===== config.mk =====
export PLATFORM = sky130hd
export DESIGN_NAME = divide_compute_pynq_flat
export DESIGN_NICKNAME = d
export VERILOG_FILES = /design/src/rtl/divide_compute_pynq_pkg.sv /design/src/rtl/divide_compute_pynq_if.sv /design/src/rtl/divide_compute_pynq_step.sv /design/src/rtl/divide_compute_pynq.sv /design/src/flat_wrapper.sv
export SDC_FILE = /design/constraint.sdc
export NUM_CORES = 1
export LEC_CHECK = 0
export BUFFER_PORTS_ARGS = -buffer_cell sky130_fd_sc_hd__buf_2
export CORE_ASPECT_RATIO = 1.1
export CORE_MARGIN = 1
export CORE_UTILIZATION = 52
export CTS_CLUSTER_DIAMETER = 80
export DETAILED_ROUTE_END_ITERATION = 16
export GPL_TIMING_DRIVEN = 0
export PLACE_DENSITY = 0.88
export SLEW_MARGIN = 20
export SYNTH_ARGS = -nofsm -noshare
export SYNTH_HDL_FRONTEND = slang
export SYNTH_SLANG_ARGS = --single-unit

===== constraint.sdc =====
create_clock -name clk -period 3 [get_ports clk]
set_input_delay 0.3 -clock clk [delete_from_list [all_inputs] [get_ports clk]]
set_output_delay 0.3 -clock clk [all_outputs]
set_load 0.01 [all_outputs]

===== src/rtl/divide_compute_pynq_pkg.sv =====
// divide_pkg: shared state encoding and sizing helpers for the sequential divider.
package divide_pkg;
    localparam int DW_DEF = 32;
    localparam int CNT_W = $clog2(DW_DEF);
    typedef enum logic [1:0] {
        IDLE = 2'd0,
        RUN  = 2'd1,
        DONE = 2'd2
    } state_e;
    function automatic int cnt_w(input int dw);
        return $clog2(dw);
    endfunction
endpackage


===== src/rtl/divide_compute_pynq_if.sv =====
// divide_compute_pynq_if: PYNQ start/ready register handshake plus operands and results.
// perf_count is present only when DIVIDE_PERF_CNT_EN is defined.
interface divide_compute_pynq_if #(parameter int DATA_WIDTH = 32);
    logic                    start;
    logic [2*DATA_WIDTH-1:0] dividend;
    logic [DATA_WIDTH-1:0]   divisor;
    logic [DATA_WIDTH-1:0]   quotient;
    logic [DATA_WIDTH-1:0]   remainder;
    logic                    ready;
    logic                    busy;
    logic                    div_by_zero;
    logic                    overflow;
`ifdef DIVIDE_PERF_CNT_EN
    logic [31:0]             perf_count;
    modport master (output start, dividend, divisor,
                    input quotient, remainder, ready, busy, div_by_zero, overflow, perf_count);
    modport slave (input start, dividend, divisor,
                   output quotient, remainder, ready, busy, div_by_zero, overflow, perf_count);
`else
    modport master (output start, dividend, divisor,
                    input quotient, remainder, ready, busy, div_by_zero, overflow);
    modport slave (input start, dividend, divisor,
                   output quotient, remainder, ready, busy, div_by_zero, overflow);
`endif
endinterface


===== src/rtl/divide_compute_pynq_step.sv =====
// divide_step: one combinational restoring-division iteration, carry kept in a DW+1 compare.
module divide_step
    import divide_pkg::*;
#(
    parameter int DATA_WIDTH = DW_DEF
) (
    input  logic [DATA_WIDTH-1:0] rem_i,
    input  logic                  bit_i,
    input  logic [DATA_WIDTH-1:0] divisor_i,
    output logic [DATA_WIDTH-1:0] rem_next_o,
    output logic                  q_bit_o
);
    logic [DATA_WIDTH:0] sh;
    assign sh = {rem_i, bit_i};
    assign q_bit_o = sh >= {1'b0, divisor_i};
    // rem < divisor holds on entry, so the restored/subtracted value always fits DW bits
    assign rem_next_o = DATA_WIDTH'(q_bit_o ? sh - {1'b0, divisor_i} : sh);
endmodule


===== src/rtl/divide_compute_pynq.sv =====
// divide_compute_pynq: sequential 2*DW / DW unsigned restoring divider behind a start/ready handshake.
// Define DIVIDE_PERF_CNT_EN to add the perf_count completion counter.
module divide_compute_pynq
    import divide_pkg::*;
#(
    parameter int DATA_WIDTH = DW_DEF
) (
    input logic                   clk,
    input logic                   reset,
    divide_compute_pynq_if.slave  dif
);
    localparam int DW = DATA_WIDTH;
    localparam int CW = cnt_w(DW);
    state_e          state_q, state_d;
    logic [CW-1:0]   cnt_q, cnt_d;
    logic [DW-1:0]   rem_q, rem_d, shr_q, shr_d, dvs_q, dvs_d;
    logic [DW-1:0]   quo_q, quo_d, rmd_q, rmd_d;
    logic            rdy_q, rdy_d, dbz_q, dbz_d, ovf_q, ovf_d;
    logic [DW-1:0]   step_rem, hi, lo;
    logic            step_q;
    assign hi = dif.dividend[2*DW-1:DW];
    assign lo = dif.dividend[DW-1:0];
    divide_step #(.DATA_WIDTH(DW)) u_step (
        .rem_i      (rem_q),
        .bit_i      (shr_q[DW-1]),
        .divisor_i  (dvs_q),
        .rem_next_o (step_rem),
        .q_bit_o    (step_q)
    );
    always_comb begin
        state_d = state_q;
        cnt_d   = cnt_q;
        rem_d   = rem_q;
        shr_d   = shr_q;
        dvs_d   = dvs_q;
        quo_d   = quo_q;
        rmd_d   = rmd_q;
        rdy_d   = rdy_q;
        dbz_d   = dbz_q;
        ovf_d   = ovf_q;
        unique case (state_q)
            IDLE: if (dif.start) begin
                dvs_d = dif.divisor;
                rdy_d = 1'b0;
                dbz_d = 1'b0;
                ovf_d = 1'b0;
                if (dif.divisor == '0) begin
                    state_d = DONE;
                    quo_d   = '1;
                    rmd_d   = lo;
                    dbz_d   = 1'b1;
                    rdy_d   = 1'b1;
                end else if (hi >= dif.divisor) begin
                    state_d = DONE;
                    quo_d   = '1;
                    rmd_d   = '0;
                    ovf_d   = 1'b1;
                    rdy_d   = 1'b1;
                end else begin
                    state_d = RUN;
                    rem_d   = hi;
                    shr_d   = lo;
                    cnt_d   = '0;
                end
            end
            RUN: begin
                // quotient bits shift into the vacated low end of the dividend register
                rem_d = step_rem;
                shr_d = {shr_q[DW-2:0], step_q};
                cnt_d = cnt_q + 1'b1;
                if (cnt_q == CW'(DW - 1)) begin
                    state_d = DONE;
                    quo_d   = {shr_q[DW-2:0], step_q};
                    rmd_d   = step_rem;
                    rdy_d   = 1'b1;
                end
            end
            DONE: if (!dif.start) begin
                state_d = IDLE;
                rdy_d   = 1'b0;
            end
            default: state_d = IDLE;
        endcase
    end
    always_ff @(posedge clk or negedge reset) begin
        if (!reset) begin
            state_q <= IDLE;
            cnt_q   <= '0;
            rem_q   <= '0;
            shr_q   <= '0;
            dvs_q   <= '0;
            quo_q   <= '0;
            rmd_q   <= '0;
            rdy_q   <= 1'b0;
            dbz_q   <= 1'b0;
            ovf_q   <= 1'b0;
        end else begin
            state_q <= state_d;
            cnt_q   <= cnt_d;
            rem_q   <= rem_d;
            shr_q   <= shr_d;
            dvs_q   <= dvs_d;
            quo_q   <= quo_d;
            rmd_q   <= rmd_d;
            rdy_q   <= rdy_d;
            dbz_q   <= dbz_d;
            ovf_q   <= ovf_d;
        end
    end
    assign dif.quotient    = quo_q;
    assign dif.remainder   = rmd_q;
    assign dif.ready       = rdy_q;
    assign dif.busy        = state_q == RUN;
    assign dif.div_by_zero = dbz_q;
    assign dif.overflow    = ovf_q;
`ifdef DIVIDE_PERF_CNT_EN
    logic [31:0] perf_q;
    always_ff @(posedge clk or negedge reset) begin
        if (!reset) perf_q <= '0;
        else if (state_d == DONE && state_q != DONE) perf_q <= perf_q + 1'b1;
    end
    assign dif.perf_count = perf_q;
`endif
endmodule


===== src/flat_wrapper.sv =====
// flat-port wrapper written by rule: the top's interface ports become plain ports
module divide_compute_pynq_flat import divide_pkg::*;
#(
    parameter int DATA_WIDTH = DW_DEF
)
  (clk, reset, dif_start, dif_dividend, dif_divisor, dif_quotient, dif_remainder, dif_ready, dif_busy, dif_div_by_zero, dif_overflow);
  divide_compute_pynq_if #(.DATA_WIDTH(DATA_WIDTH)) dif_i ();
  input logic clk;
  input logic reset;
  input wire logic [$bits(dif_i.start)-1:0] dif_start;
  input wire logic [$bits(dif_i.dividend)-1:0] dif_dividend;
  input wire logic [$bits(dif_i.divisor)-1:0] dif_divisor;
  output wire logic [$bits(dif_i.quotient)-1:0] dif_quotient;
  output wire logic [$bits(dif_i.remainder)-1:0] dif_remainder;
  output wire logic [$bits(dif_i.ready)-1:0] dif_ready;
  output wire logic [$bits(dif_i.busy)-1:0] dif_busy;
  output wire logic [$bits(dif_i.div_by_zero)-1:0] dif_div_by_zero;
  output wire logic [$bits(dif_i.overflow)-1:0] dif_overflow;
  assign dif_i.start = dif_start;
  assign dif_i.dividend = dif_dividend;
  assign dif_i.divisor = dif_divisor;
  assign dif_quotient = dif_i.quotient;
  assign dif_remainder = dif_i.remainder;
  assign dif_ready = dif_i.ready;
  assign dif_busy = dif_i.busy;
  assign dif_div_by_zero = dif_i.div_by_zero;
  assign dif_overflow = dif_i.overflow;
  divide_compute_pynq #(.DATA_WIDTH(DATA_WIDTH)) u_core (.clk(clk), .reset(reset), .dif(dif_i));
endmodule

Word level (Yosys, flattened, before mapping)
Cells that the tools add are included.
{"block": "op_classes", "n_reduce_logical": 9, "mul": 0, "magnitude_cmp": 2, "bitwise": 0, "eq_ne": 9, "div_mod_pow": 0, "shifts": 0, "addsub": 2, "n_mux": 37}
{"operator": "$mux 32", "n": 15}
{"operator": "$pmux 32 s2", "n": 4}
{"operator": "$ge 33x32->1", "n": 1}
{"operator": "$ge 32x32->1", "n": 1}
{"operator": "$logic_not 32->1", "n": 1}
{"operator": "$sub 32x32->32", "n": 1}
{"operator": "$mux 5", "n": 3}
{"operator": "$reduce_and 4->1", "n": 3}
{"operator": "$mux 2", "n": 5}
{"operator": "$pmux 5 s2", "n": 1}
{"operator": "$ne 2x2->1 const B", "n": 4}
{"operator": "$mux 1", "n": 7}
{"operator": "$pmux 2 s3", "n": 1}
{"operator": "$add 5x1->5 const B", "n": 1}
{"operator": "$eq 5x5->1 const B", "n": 1}
{"operator": "$ne 3x1->1 const B", "n": 1}
{"operator": "$pmux 1 s3", "n": 1}
{"operator": "$reduce_and 3->1", "n": 1}
{"operator": "$reduce_bool 3->1", "n": 1}
{"operator": "$eq 2x1->1 const B", "n": 1}
{"operator": "$eq 2x2->1 const B", "n": 1}
{"operator": "$logic_not 2->1", "n": 1}
{"operator": "$ne 2x1->1 const B", "n": 1}
{"operator": "$reduce_and 2->1", "n": 1}
{"operator": "$reduce_bool 2->1", "n": 1}
{"block": "word_totals", "ff_bits": 170, "word_cells": 69, "output_inout_bits": 68, "latchBits": 0, "rom_bits": 0, "ram_bits": 0, "n_memories": 0, "in_bits": 99}

Longest topological paths before layout
{"block": "logic_depth", "depth_word": 5, "depth_mapped": 15, "ltp_nobuf": 14}

Cells and area by module
From an unflattened synthesis, not the netlist that was laid out.
{"block": "hier_totals", "hier_cells": 1106, "area_unflattened_um2": 10767.8}
{"mod": "divide_compute_pynq", "seq_area_each_um2": 4254.1, "area_each_um2": 8436.8, "instances": 1, "cells_each": 783}
{"mod": "divide_step", "seq_area_each_um2": 0.0, "area_each_um2": 2331.0, "instances": 1, "cells_each": 323}

Least setup slack after synthesis
No wires, ideal clock.
{"block": "synth_path", "kind": "register to register", "start": "register u_core.shr_q[31]", "end": "register u_core.rmd_q[30] (netlist: u_core.dif.remainder[30])", "arrival_time_ns": 2.945, "period_less_slack_ns": 3.077, "setup_ns": 0.132, "path_buffers": 0, "required_ns": 2.868, "setup_slack_ns": -0.077, "stages_incl_launch_ff": 15, "path_cell_list": "dfrtp_1 -> inv_1 -> ha_1 -> inv_1 -> fa_1 -> a211oi_1 -> nor2_1 -> o311ai_1 -> a311oi_1 -> o22ai_2 -> o21a_1 -> o311ai_1 -> mux2_2 -> a221oi_1 -> a21oi_1"}
{"block": "synth_via", "elab_chain_len": 4, "elab_cells_between_ends": 5, "cone_classes": "add/sub: 1; order compare: 1; mux: 3"}
{"item": "from (decl)", "line": "divide_compute_pynq.sv:16", "rtl": "logic [DW-1:0] rem_q, rem_d, shr_q, shr_d, dvs_q, dvs_d;"}
{"item": "from (signal assigned)", "line": "divide_compute_pynq.sv:101", "rtl": "shr_q <= shr_d;"}
{"item": "$sub 32x32->32 or $ge 33x32->1 (tied branches)", "line": "divide_compute_pynq_step.sv:17, divide_compute_pynq_step.sv:15"}
{"item": "$mux 32 *", "line": "divide_compute_pynq_step.sv:17", "rtl": "assign rem_next_o = DATA_WIDTH'(q_bit_o ? sh - {1'b0, divisor_i} : sh);"}
{"item": "$mux 32 *", "line": "divide_compute_pynq.sv:71", "rtl": "if (cnt_q == CW'(DW - 1)) begin"}
{"item": "$pmux 32 s2 *", "line": "divide_compute_pynq.sv:41", "rtl": "unique case (state_q)"}
{"item": "to (signal assigned)", "line": "divide_compute_pynq.sv:104", "rtl": "rmd_q <= rmd_d;"}
{"item": "to (decl)", "line": "divide_compute_pynq.sv:17", "rtl": "logic [DW-1:0] quo_q, quo_d, rmd_q, rmd_d;"}
Mark *: on every way between the ends. The rest lies on a longest branch, timed or not. The select of a mux whose other input is x is not followed.
A chain may end at the register's enable or synchronous reset.

Final worst setup path
{"block": "layout_path", "start": "register u_core.rem_q[7]", "end": "register u_core.rem_q[6]"}
{"block": "layout_via", "elab_chain_len": 3}
{"item": "from (decl)", "line": "divide_compute_pynq.sv:16"}
{"item": "from (signal assigned)", "line": "divide_compute_pynq.sv:100", "rtl": "rem_q <= rem_d;"}
{"item": "$ge 33x32->1", "line": "divide_compute_pynq_step.sv:15", "rtl": "assign q_bit_o = sh >= {1'b0, divisor_i};"}
{"item": "$mux 32", "line": "divide_compute_pynq_step.sv:17"}
{"item": "$pmux 32 s2", "line": "divide_compute_pynq.sv:41"}
Every way passes these cells.

==> run metrics <==
post-synth cell types=61; vias in the first global route=10,100; Hold WC Path Type=in2reg; drt total wl=40.3 mm; Non-Filler Instances=1,701; Max Clock Freq=0.302 GHz; GRT Util Overall=0.355; DRT Pass-1 Iters=8; Initial Util=0.538; GPL Wtd Cong=0.925; TritonCTS Buffers=17; I/O Pins=167; CP Depth=12; Post-DP HPWL=26.1 mm; CP Capture Point=u_core.rem_q[6]$_DFFE_PN0P_; Register-to-Register Path Depth=12; wire per inst=23.7 um; critical path peak fanout=6; Die X=137 um; Top delay family on crit path=compound AO/OA/AOI/OAI gates; layout cells sized above 1=0.281; largest net degree at the start of global routing=94; max-cap violation count=0; total gr overflow=0; root buf cell=clkbuf_16; Worst Setup SP=u_core.rem_q[7]$_DFFE_PN0P_; via density per instance=6.68; Crit-path slowest cell=ha_1; vias=11,400; Crit Path Category=reg2reg; area growth from synthesis to layout=30.1%; Core ar.=0.0194 sq mm; startpoint types=flip-flop; CP max stage delay=0.48 ns; Buf+Inv Stages, Crit Path=2; Clock Pin Slew Worst Setup and Hold Paths=0.07 ns; RSZ-0062 raised after global routing=true; Syn Area/Cell=8.57 sq um; cell row count=53; failing checks=negative setup slack; predominant post-synthesis flop cell=dfrtp_1; data arrival time of the worst path=3.62 ns; Mapped Nets=1,385; antenna violations before repair=3; Hold Vio Cnt, Final=0; DRC=0; final setup vio count=68; EDFF count, synth=0; slew margin rel.=0.268; Final Slew Violations=0; status=complete, but fails checks; cell area after synthesis=0.0104 sq mm; yosys warns=0; clk_lat worst skew=0.45 ns; final critical-path share of the clock period=1.10; setup ws final=-0.310 ns; Synth async-reset ratio=1.00; die height=151 um; most frequent cells in the layout=nand2_1 (184), buf_2 (175), dfrtp_1 (168); die area=0.0206 sq mm; Critical Path RT=3.31 ns; first-pass GRT wire length=55.0 mm; antenna viol nets, final=0; Critical Path End Type=flip-flop; post-synthesis sequential area ratio=0.408; r2r endpoint=u_core.rem_q[6]$_DFFE_PN0P_; Layout Skew=0.0122 ns; CTS tree=yes; #FFs+latches synth=170; Final Critical Period=3.31 ns; worst path cell trace=ha_1 -> nor2_1 -> a31oi_4 -> a311oi_4 -> o31a_4 -> o211ai_4 -> buf_6 -> buf_12 -> mux2i_1 -> nor2_2 -> a21oi_1 -> o21ai_1; Iteration-0 DRC Markers=1,810; CTS sink cnt=170; Clock Path Buffers=2; reg-to-reg slack, setup=-0.31 ns; layout net count=1,609; Post-Synthesis Cells=1,216; placed insts=1,630; Port Buffers=166; most common cell after layout, fill and taps aside=nand2_1; Worst-Margin Slew=1.10 ns; CTS H-Tree Depth=4; FF-to-FF Start=u_core.rem_q[7]$_DFFE_PN0P_
layer usage:
metal | track usage | part of all wire | up-vias
met5 | 0 | 0.0013 | -
met3 | 0.0724 | 0.12 | 314
met1 | 0.452 | 0.35 | 5331
met2 | 0.568 | 0.45 | 994
met4 | 0.185 | 0.075 | 2
li1 | - | - | 4714
worst register-to-register path: cells and delay by family, from the launching register on:
| family | cells | cell delay [ns] |
|---|---|---|
| flip-flops | 1 | 0.45 |
| adder cells (fa/ha/maj) | 1 | 0.48 |
| buffers and inverters | 2 | 0.31 |
| AO/OA/AOI/OAI | 6 | 1.41 |
| AND/OR/NAND/NOR | 2 | 0.27 |
| multiplexers | 1 | 0.26 |
registers in the layout, indices dropped and copies added, names as in the netlist:
| register | flops |
|---|---|
| u_core.dif.quotient | 32 |
| u_core.dif.remainder | 32 |
| u_core.dvs_q | 32 |
| u_core.rem_q | 32 |
| u_core.shr_q | 32 |
| u_core.cnt_q | 5 |
| u_core.state_q | 2 |
| u_core.dif.div_by_zero | 1 |
| u_core.dif.overflow | 1 |
| u_core.dif.ready | 1 |
how the worst min path moves through the flow:
stage | endpoint | depth (start not counted) | start
finish | u_core.dvs_q[4]$_DFFE_PN0P_ | 3 | dif_divisor[4]
global route | u_core.dvs_q[4]$_DFFE_PN0P_ | 3 | dif_divisor[4]
CTS | u_core.dvs_q[4]$_DFFE_PN0P_ | 3 | dif_divisor[4]
detailed placement | u_core.dif.quotient[9]$_DFFE_PN0P_ | 1 | reset
global placement | u_core.dif.remainder[18]$_DFFE_PN0P_ | 1 | u_core.dif.remainder[18]$_DFFE_PN0P_
floorplan | u_core.cnt_q[0]$_DFFE_PN0P_ | 0 | reset
repair_timing:
action / in CTS / in global routing
setup endpoints to repair: 113 / 123
buffers inserted: 17 / 20
hold buffers: 1 / 0
cloned: 0 / 4
pin swaps: 18 / 39
hold endpoints to repair: 77 / 0
gates resized for setup: 86 / 171
kinds of logic after synthesis:
family | share of synthesized area
xor+xnor | 0.0210
mux | 0.0568
fa+ha+maj | 0.0847
simple gates | 0.154
buf+inv | 0.0578
flops | 0.408
compound gates | 0.218
through the flow:
step | area, sq um | setup TNS (ns) | util | setup WS [ns] | hold WS, ns
2_1_floorplan | 10400 | 0 | - | 0.00863 | 0.00441
3_3_place_gp | 11600 | -253.96 | 0.598 | -0.999 | 0.456
3_5_place_dp | 11600 | -89.09 | 0.600 | -1.01 | 0.334
4_1_cts | 12700 | -3.01 | 0.654 | -0.154 | 0.105
5_1_grt | 13600 | -12.94 | 0.700 | -0.307 | 0.114
6_report | 13600 | -9.05 | 0.701 | -0.310 | 0.0895
Yosys cell counts (8+ instances only):
master,number,area [sq um]
nand2_1,186,698
clkbuf_1,42,158
a21oi_1,76,380
a31oi_1,9,56.3
nor2b_1,10,62.6
buf_1,8,30.0
ha_1,69,863
mux2i_1,49,490
nand3_1,11,55.1
nor3_1,8,40.0
and3_1,12,75.1
xnor2_1,15,131
buf_2,11,55.1
nand4_1,18,113
inv_1,82,308
nor4_1,11,68.8
nor2_1,90,338
xor2_1,10,87.6
o21ai_0,164,821
mux2_2,9,101
a22oi_1,14,105
dfrtp_1,170,4250
a21o_1,42,315
o21a_1,8,60.1
area by class of cell:
class | count | area [sq um]
repair buffers | 209 | 1300
well taps | 247 | 309
clock inverters | 13 | 151
plain buffers | 62 | 353
clock buffers | 19 | 443
multi-input cells | 897 | 6440
inverters | 83 | 314
fillers | 1318 | 5800
diodes | 1 | 2.50
flip-flops and latches | 170 | 4260
Power is left out: the tool's default activity adds up to more than one toggle a clock period on the data nets, which glitch-free logic cannot reach.
